==> src/rtl/ntt_idx_gen.sv <==
// ntt_idx_gen: linear index sequencer (0..2^(RADIX_K1*l)-1) feeding the bit-reversal stage.
// Optional NTT_IDX_GEN_MULTIPASS_EN repeats the sweep pass_cfg+1 times per start.
module ntt_idx_gen #(
  parameter int D_WIDTH  = 12,
  parameter int RADIX_K1 = 1
) (
  input  logic               clk,
  input  logic               rst,
  input  logic               start,
  input  logic [D_WIDTH-1:0] l_cfg,
  input  logic               abort,
  input  logic               out_ready,
  output logic [D_WIDTH-1:0] idx_out,
  output logic               idx_valid,
  output logic [D_WIDTH-1:0] l_out,
  output logic               idx_last,
  output logic               rev_valid,
  output logic               busy,
  output logic               done,
  output logic               cfg_err
`ifdef NTT_IDX_GEN_MULTIPASS_EN
  ,
  input  logic [3:0]         pass_cfg,
  output logic [3:0]         pass_cnt
`endif
);

  typedef enum logic [1:0] {IDLE, RUN, FIN} state_t;

  state_t               state_q;
  logic [D_WIDTH-1:0]   idx_q, l_q;
  logic [D_WIDTH:0]     tc_q, tc_d;
  logic [D_WIDTH+3:0]   w_d;
  logic                 legal_d, accept, at_tc;
  logic                 vld_q, rev_q, busy_q, done_q, err_q;
`ifdef NTT_IDX_GEN_MULTIPASS_EN
  logic [3:0]           pass_cfg_q, pass_cnt_q;
`endif

  // Width is formed wide enough that an oversized l_cfg cannot wrap into a legal value.
  assign w_d     = (D_WIDTH+4)'(RADIX_K1) * {4'b0, l_cfg};
  assign legal_d = (w_d <= (D_WIDTH+4)'(D_WIDTH));

  always_comb begin
    tc_d = '0;
    for (int i = 0; i <= D_WIDTH; i++)
      tc_d[i] = ((D_WIDTH+4)'(i) < w_d);
  end

  assign accept = vld_q & out_ready;
  assign at_tc  = ({1'b0, idx_q} == tc_q);

  always_ff @(posedge clk) begin
    if (rst) begin
      state_q <= IDLE;
      idx_q   <= '0;
      l_q     <= '0;
      tc_q    <= '0;
      vld_q   <= 1'b0;
      rev_q   <= 1'b0;
      busy_q  <= 1'b0;
      done_q  <= 1'b0;
      err_q   <= 1'b0;
`ifdef NTT_IDX_GEN_MULTIPASS_EN
      pass_cfg_q <= '0;
      pass_cnt_q <= '0;
`endif
    end else begin
      // Not gated by abort: an index accepted in the abort cycle still reaches BitRev.
      rev_q  <= accept;
      done_q <= 1'b0;
      case (state_q)
        IDLE: begin
          if (start) begin
`ifdef NTT_IDX_GEN_MULTIPASS_EN
            pass_cnt_q <= '0;
`endif
            if (legal_d) begin
              l_q     <= l_cfg;
              tc_q    <= tc_d;
              idx_q   <= '0;
              err_q   <= 1'b0;
              vld_q   <= 1'b1;
              busy_q  <= 1'b1;
              state_q <= RUN;
`ifdef NTT_IDX_GEN_MULTIPASS_EN
              pass_cfg_q <= pass_cfg;
`endif
            end else begin
              err_q <= 1'b1;
            end
          end
        end
        RUN: begin
          if (abort) begin
            vld_q   <= 1'b0;
            busy_q  <= 1'b0;
            state_q <= IDLE;
          end else if (accept) begin
            if (!at_tc) begin
              idx_q <= idx_q + 1'b1;
`ifdef NTT_IDX_GEN_MULTIPASS_EN
            end else if (pass_cnt_q != pass_cfg_q) begin
              idx_q      <= '0;
              pass_cnt_q <= pass_cnt_q + 4'd1;
`endif
            end else begin
              vld_q   <= 1'b0;
              busy_q  <= 1'b0;
              done_q  <= 1'b1;
              state_q <= FIN;
            end
          end
        end
        FIN:     state_q <= IDLE;
        default: state_q <= IDLE;
      endcase
    end
  end

  assign idx_out   = idx_q;
  assign idx_valid = vld_q;
  assign l_out     = l_q;
  assign idx_last  = vld_q & at_tc;
  assign rev_valid = rev_q;
  assign busy      = busy_q;
  assign done      = done_q;
  assign cfg_err   = err_q;
`ifdef NTT_IDX_GEN_MULTIPASS_EN
  assign pass_cnt  = pass_cnt_q;
`endif

endmodule

==> config.mk <==
export PLATFORM = sky130hd
export DESIGN_NAME = ntt_idx_gen
export DESIGN_NICKNAME = d
export VERILOG_FILES = /design/src/rtl/ntt_idx_gen.sv
export SDC_FILE = /design/constraint.sdc
export NUM_CORES = 1
export LEC_CHECK = 0
export ABC_AREA = 1
export CAP_MARGIN = 20
export CORE_AREA = 2 2 95 97
export CTS_CLUSTER_DIAMETER = 120
export DETAILED_ROUTE_END_ITERATION = 12
export DIE_AREA = 0 0 97 99
export SYNTH_ARGS = -nofsm -noshare
export SYNTH_HDL_FRONTEND = slang
export SYNTH_SLANG_ARGS = --single-unit
==> constraint.sdc <==
create_clock -name clk -period 2.8 [get_ports clk]
set_input_delay 0.28 -clock clk [delete_from_list [all_inputs] [get_ports clk]]
set_output_delay 0.28 -clock clk [all_outputs]
set_load 0.005 [all_outputs]
==> results.txt, run 1 <==
* Outcome: completed
* Pwr dens: 411 nW/um^2
- Commonest cells after routing, fill and taps aside: nand2_1 (87), clkdlybuf4s50_1 (46), dfxtp_1 (43), nor2_1 (42), inv_1 (42)
* Worst flop-to-flop path startpoint: idx_out[0]
- Summed over all failing endpoints, the final setup total negative slack is 0 ns.
* Setup slack after layout: 0.497 ns
- The H-tree was split into 2 levels.
- #FFs+latches synth: between 40 and 50
- The path with the worst hold slack has its endpoint at l_out[8].
- The repair_antennas step left the layout with diodes totalling 0.
- Number of setup buffers added after CTS: 0
* DR DRC count: 0
* Worst path arrival time: between 2 and 2.5 ns
- The tree built by TritonCTS fans out to 43 sinks.
- Number of DRC markers in iteration 0: between 100 and 150
- Global router's overall resource usage: a little under an eighth
* Total power consumption of the routed design: around 1.1 mW
- Part of the Yosys area used for sequential elements: just over 40%
* Maximum number of pins on one net before global-route repair: 20
- Final setup violation count: 0
* Number of resized instances in the post-cts repair step: 0
- Leaving out filler cells and counting taps, the final layout contains between 400 and 500.
- Count of pins on the block boundary: 47
- Starting density of the core: between 20% and 30%
- Core Region: roughly 8600 sq um
* Maxcap violations: 0
* Total standard cell area after synthesis: about 2100 sq um
* Cell count after placement: 463
- Overall routed net length: roughly 5500 microns
- Flop-to-flop setup slack: ~1.0 ns
* Net switching share of the total power: about a quarter
- The number of global-route vias before repair is between 2000 and 2500.
* Synth unique cells: 32
- Clock skew: roughly 0.0065 ns
* Maximum clock frequency: 434 MHz
- Setup repair after global routing left no endpoint under its margin.
- Sequential cells account for 54.2% of the total power.
- The analysis attributes to net switching a power of slightly above 0.3 mW.
- Detailed-route vias per instance: ~4.5
* Max rail drop VDD: 0.000195 V
- Global-route wire length before repair: between 9000 and 10000 microns
- In the final routed layout, each cell accounts on average for roughly 12 microns.
- CTS Buf Count: 5
- Warnings from Yosys: 0
- Setup Crit Path Kind: register to output port
- The worst hold path was traced through 2 stages.
- The final count of pins violating max slew came to 0.
- At the pin with the least slew margin, the transition time is 0.831 ns.
- After global routing the overflow that remains totals 0.
- Synthesis produced about 310 cells.
- Terminus of the critical flop-to-flop path: idx_out[8]
- Area grow syn2layout: 31.9%
* Buffer type at the clock tree root: clkbuf_8
- The clock reaches the later pin of the worst-skew pair after slightly above 0.3 ns.
- Fraction of layout instances using a drive strength above 1: under 10%
* Die extent in y: just under 100 microns
* Clock share of power: between 30% and 40%
- Reported leakage power: between 1 and 1.5 nW
* Pre-antenna DRT Iters: 4
- The count of nets left with antenna violations once routing finished came out at 0.
* Most frequent standard cell in the layout excluding fill and tap cells: nand2_1
* Peak fanout along the critical path: 7
- For the worst setup path, the data required time is approximately 2.5 ns.
* Worst min-delay path category: register to register
* Startpoint of the most critical hold path: l_out[8]
- At the end of the flow, the number of nets in the layout was 380.
- The number of hold buffers added after CTS was 0.
- Final HPWL from detailed placement: 4260 microns
- Pre-CTS setup slack: 0.669 ns
- Power share of the combinational group: under 10%
* Synthesized area per cell: about 6.8 sq um
- Vias: ~2100
- Measured against its own limit, the worst slew margin works out to 44.6%.
- Capturing element type of the critical path: output port
- Gpl congestion: a little under 0.9
* Startpoint type of the worst setup path: register
* Die outline area: between 9000 and 10000 sq um
- Fin. Hold Viols: 0
* Clk slew on worst S/H paths: ~0.09 ns
* Initial antenna violation count: 0
- Row count: 34
- The die is 97 microns wide.
- When the netlist entered floorplanning its net count stood at 330.
* Maximum root-to-sink buffer count: 2
* P_int: approximately 0.84 mW
- Counting cells, the worst reg-to-reg path comes to 9.
- TritonCTS built the clock tree.
* IO buf count: 46
- The worst path needs roughly 2.3 ns of the cycle, external delays included.
* Fin crit share: 82.3%
==> metrics by stage <==
step                hold slack [ns]  utilization (%)  area [sq um]
floorplan                     0.405                -          2110
detailed placement            0.418             31.4          2690
CTS                           0.430             32.5          2780
global placement              0.415             31.4          2690
finish                        0.428             32.5          2780
global route                  0.447             32.5          2780
==> critical path, stage by stage, from the launching register on <==
cell and delay, ns:
dfxtp_1 0.53, inv_2 0.08, nand2_1 0.07, nand2_1 0.05
nor2_1 0.12, nand2_1 0.07, nor2_2 0.09, nand2_2 0.10
nor2_1 0.10, clkdlybuf4s50_1 0.50
==> power by group through the flow <==
| stage | sequential (mW) | clock (mW) | combinational (mW) |
|---|---|---|---|
| after floorplan | 0.633 | 0 | 0.0525 |
| after global placement | 0.634 | 0 | 0.0995 |
| after detailed placement | 0.634 | 0 | 0.101 |
| after CTS | 0.619 | 0.434 | 0.102 |
| after global routing | 0.620 | 0.463 | 0.111 |
| final | 0.619 | 0.423 | 0.100 |
==> logic make-up (layout without fill, tap and decap cells) <==
family          count (synthesis)  count (layout)  share of synthesized area, %
compound gates                 37              37                          11.2
simple gates                  174             174                          35.6
fa+ha+maj                       1               1                         0.594
buf+inv                        54             105                          10.6
xor+xnor                        3               3                          1.25
flops                          43              43                          40.9
==> worst max-delay path by stage <==
stage                     from         end  slack [ns]  cells past startpoint
CTS                 idx_out[5]    idx_last        0.48                      9
finish              idx_out[5]    idx_last        0.50                      9
floorplan           idx_out[5]  idx_out[0]        1.35                     12
global route        idx_out[5]    idx_last        0.35                      9
global placement           rst    l_out[0]        0.71                      5
detailed placement         rst    l_out[0]        0.67                      5
==> area by class of cell <==
class	count	area, sq um
repair buffers	50	490
well taps	108	135
inverters	47	176
flip-flops and latches	43	861
clock inverters	3	25.0
multi-input cells	215	1020
fillers	908	5770
clock buffers	5	68.8
==> flip-flops by register name (all words and copies together) (netlist names) <==
| register | cells |
|---|---|
| busy | 1 |
| cfg_err | 1 |
| done | 1 |
| idx_out | 12 |
| l_out | 12 |
| rev_valid | 1 |
| state_q | 2 |
| tc_q | 13 |
==> cell usage after synthesis <==
| master | n | area (sq um) |
|---|---|---|
| a31oi_1 | 1 | 6.26 |
| nor2_4 | 1 | 11.3 |
| nand2_2 | 3 | 18.8 |
| buf_4 | 1 | 7.51 |
| nor2_1 | 42 | 158 |
| nand3_1 | 23 | 115 |
| nor2_2 | 2 | 12.5 |
| clkinv_1 | 1 | 3.75 |
| a21oi_2 | 6 | 52.6 |
| dfxtp_1 | 43 | 861 |
| nand2_1 | 87 | 327 |
| inv_1 | 42 | 158 |
| o22ai_1 | 4 | 25.0 |
| buf_6 | 2 | 22.5 |
| xnor2_1 | 1 | 8.76 |
| inv_2 | 4 | 15.0 |
| a22oi_1 | 1 | 7.51 |
| nor3_1 | 7 | 35.0 |
| ha_1 | 1 | 12.5 |
| o21ai_2 | 1 | 8.76 |
| clkbuf_1 | 3 | 11.3 |
| nand4_1 | 3 | 18.8 |
| o221ai_1 | 3 | 26.3 |
| nand3b_1 | 2 | 15.0 |
| clkbuf_2 | 1 | 5.00 |
| o21ai_0 | 10 | 50.1 |
| xor2_1 | 2 | 17.5 |
| nand3_2 | 1 | 10.0 |
| nand2_4 | 2 | 22.5 |
| a21oi_1 | 10 | 50.1 |
| nor4_1 | 1 | 6.26 |
| a22o_1 | 1 | 8.76 |
==> layer usage <==
layer / vias to the layer above / GRT usage (%) / routed length, microns
met1: 956 / 13.8 / 2380
met3: 10 / 3.33 / 332
met4: 0 / 4.88 / 77
li1: 1079 / - / -
met5: - / 0 / 0
met2: 52 / 20.8 / 2720
Note: power is estimated with default switching activity, not from simulation.
==> run 2: changes to the inputs <==
Clock period 2.8 ns to 2.3 ns, I/O delays scaled along.
==> run 2 against run 1 <==
Net effect:
- count of clock-buffer cells in the layout is 3 higher
- global-route usage is 0.48 points lower
- combinational power grew 26%
- critical path depth unchanged
- setup slack got worse by 0.31 ns
- register-to-register slack worse by 0.47 ns
- highest routed layer unchanged
- clock power grew 26%
- non-clock buffer count rose by 3
- sequential cell count is the same
- wire length down 1.8%
- cell area grew 1.3%
==> results.txt, run 2 (synthesis results as in run 1) <==
- Pre-CTS setup slack: 0.276 ns (was 0.669 ns)
- Commonest cells after routing, fill and taps aside: nand2_1 (87), clkdlybuf4s50_1 (46), nor2_1 (42), inv_1 (42), dfxtp_1 (36) (was nand2_1 (87), clkdlybuf4s50_1 (46), dfxtp_1 (43), nor2_1 (42), inv_1 (42)).
- The required time of the critical path is 2.07 ns (was 2.52 ns).
* Diodes inserted: 0 (unchanged)
- Worst min-delay path category: register to register (unchanged)
* Die extent in y: 99 microns (unchanged)
* Number of nets still failing antenna checks after routing: 0 (unchanged)
* Capturing element type of the critical path: output port (unchanged)
- Most frequent standard cell in the layout excluding fill and tap cells: nand2_1 (unchanged)
* P_int: 1.08 mW (was 0.839 mW)
- The count of pins on the block boundary came to 47 (unchanged).
* DR DRC count: 0 (unchanged)
* Area grow syn2layout: 33.7% (was 31.9%)
- The measured slew at the worst slew-check pin is 0.975 ns (was 0.831 ns).
- Cell count after placement: 466 (was 463)
- Worst path arrival time: 1.89 ns (was 2.02 ns)
- Net switching share of the total power: 23.4% (was 26.6%)
* Setup total negative slack: 0 ns (unchanged)
- The number of global-route vias before repair came to 2046 (was 2067).
* Die outline area: 9600 sq um (unchanged)
- The routed length per instance is 11.4 microns (was 11.7 microns).
- Global-route wire length before repair: 9190 microns (was 9340 microns)
- The final count of pins violating max slew came to 0 (unchanged).
- The total overflow reported by the global router was 0 (unchanged).
* Maximum root-to-sink buffer count: 2 (unchanged)
- The register with the most flip-flops was tc_q (unchanged).
- IO buf count: 46 (unchanged)
- The power share of the clock group was 37.8% (was 37.0%).
* Number of buffers inserted for hold repair after clock tree synthesis: 0 (unchanged)
- The logic gate share of total power came to 8.9% (was 8.8%).
- Pre-antenna DRT Iters: 4 (unchanged)
- The clock latency reported for the late side of the worst-skew pair came to 0.30 ns (was 0.31 ns).
- The maximum number of pins on one net before global-route repair is 20 (unchanged).
* Number of levels in the clock H-tree: 2 (unchanged)
- Gpl congestion: 0.811 (was 0.874)
- The number of sinks driven by the clock tree was 43 (unchanged).
* Initial antenna violation count: 0 (unchanged)
* Core Region: 8550 sq um (unchanged)
* RSZ-0062 raised after global routing: no (unchanged)
* Clk slew on worst S/H paths: 0.08 ns (was 0.09 ns)
* Starting density of the core: 24.6% (unchanged)
- The number of CTS-inserted buffers came to 5 (unchanged).
- Dividing the final minimum period by the clock period gives about 92%.
* Reported leakage power: 1.09 nW (was 1.06 nW)
- The violation count after the first detailed-route iteration is 125 (was 123).
- The aggregate routed wire length was 5410 microns (was 5510 microns).
- The share of power burned in registers was 53.3% (was 54.2%).
- Worst slew slack as a fraction of its limit: 35.0% (was 44.6%)
- Final setup violation count: 0 (unchanged)
- The detailed placer's ending HPWL was 4210 microns (was 4260 microns).
* Detailed-route vias per instance: 4.47 (was 4.45)
- Row count: 34 (unchanged)
- Derived from the worst setup path, the maximum achievable clock frequency is between 400 and 500 MHz.
- Pwr dens: 502 nW/um^2 (was 411 nW/um^2)
- The routed design could run at a clock period as short as roughly 2.1 ns.
- Number of standard cells in the final layout excluding fillers: 474 (was 471)
- The die span in x came to 97 microns (unchanged).
- Max rail drop VDD: 0.000234 V (was 0.000195 V)
* NetSw: 0.331 mW (was 0.304 mW)
* Fin. Hold Viols: 0 (unchanged)
* TritonCTS clock tree: yes (unchanged)
- The routed via count is 2120 (was 2097).
- Max reg flops: 13 (unchanged)
- Fraction of layout instances using a drive strength above 1: 11.2% (was 8.82%)
* Setup Crit Path Kind: register to output port (unchanged)
- Startpoint type of the worst setup path: register (unchanged)
- Outcome: completed (unchanged)
* Setup slack after layout: 0.183 ns (was 0.497 ns)
* Clock skew: 0.00814 ns (was 0.00651 ns)
* Post-layout nets: 383 (was 380)
- Peak fanout along the critical path: 7 (unchanged)
- The number of maximum-capacitance violations is 0 (unchanged).
- Buffer type at the clock tree root: clkbuf_8 (unchanged)
* Global router's overall resource usage: 11.4% (was 11.9%)
## run 2: cell count changes in the layout (fill, tap and decap cells not counted), sizes merged
cell and change:
buf +3, clkbuf +3, clkinv -2, clkinvlp -1
## run 2: path summary, 6_finish.rpt
| kind | from | end | slack (ns) | depth (start not counted) |
|---|---|---|---|---|
| hold reg to reg | l_out[9] | l_out[9] | 0.43 | 2 |
| setup / recovery | idx_out[5] | idx_last | 0.18 | 9 |
| setup reg to reg | busy | idx_out[7] | 0.55 | 4 |
| hold / removal | l_out[9] | l_out[9] | 0.43 | 2 |
## run 2: repair_timing
| action | in CTS | in global routing |
|---|---|---|
| resized for setup | 0 | 7 |
| setup endpoints to repair | 0 | 1 |
| setup buffers | 0 | 0 |
## run 2: layout make-up
class	instances	area (sq um)
Fill cell	913	5730
Multi-Input combinational cell	215	1020
Sequential cell	43	870
Timing Repair Buffer	53	513
Inverter	47	176
Tap cell	108	135
Clock buffer	8	100
## run 2: through the flow
stage	util, %	hold slack (ns)	instance area (sq um)	power [mW]
2_1_floorplan	-	0.355	2110	0.835
3_3_place_gp	31.7	0.414	2710	0.897
3_5_place_dp	31.7	0.419	2710	0.899
4_1_cts	32.9	0.430	2810	1.43
5_1_grt	33.0	0.448	2820	1.47
6_report	33.0	0.427	2820	1.41
## run 2: layer usage
metal | wire length (microns) | global-route usage [%]
met1 | 2420 | 13.4
met2 | 2670 | 20.4
met3 | 273 | 2.98
met4 | 57 | 3.90
met5 | 0 | 0
## run 2: power by group through the flow
stage / Sequential [mW] / Clock, mW / Combinational (mW)
finish: 0.754 / 0.535 / 0.126
global route: 0.755 / 0.580 / 0.140
CTS: 0.754 / 0.550 / 0.127
detailed placement: 0.772 / 0 / 0.127
global placement: 0.771 / 0 / 0.126
floorplan: 0.771 / 0 / 0.0639
## run 2: critical path, stage by stage (launching register included)
cell and delay, ns:
dfxtp_2 0.43, inv_2 0.07, nand2_1 0.06, nand2_1 0.04
nor2_1 0.11, nand2_1 0.07, nor2_2 0.09, nand2_2 0.11
nor2_1 0.11, clkdlybuf4s50_1 0.50
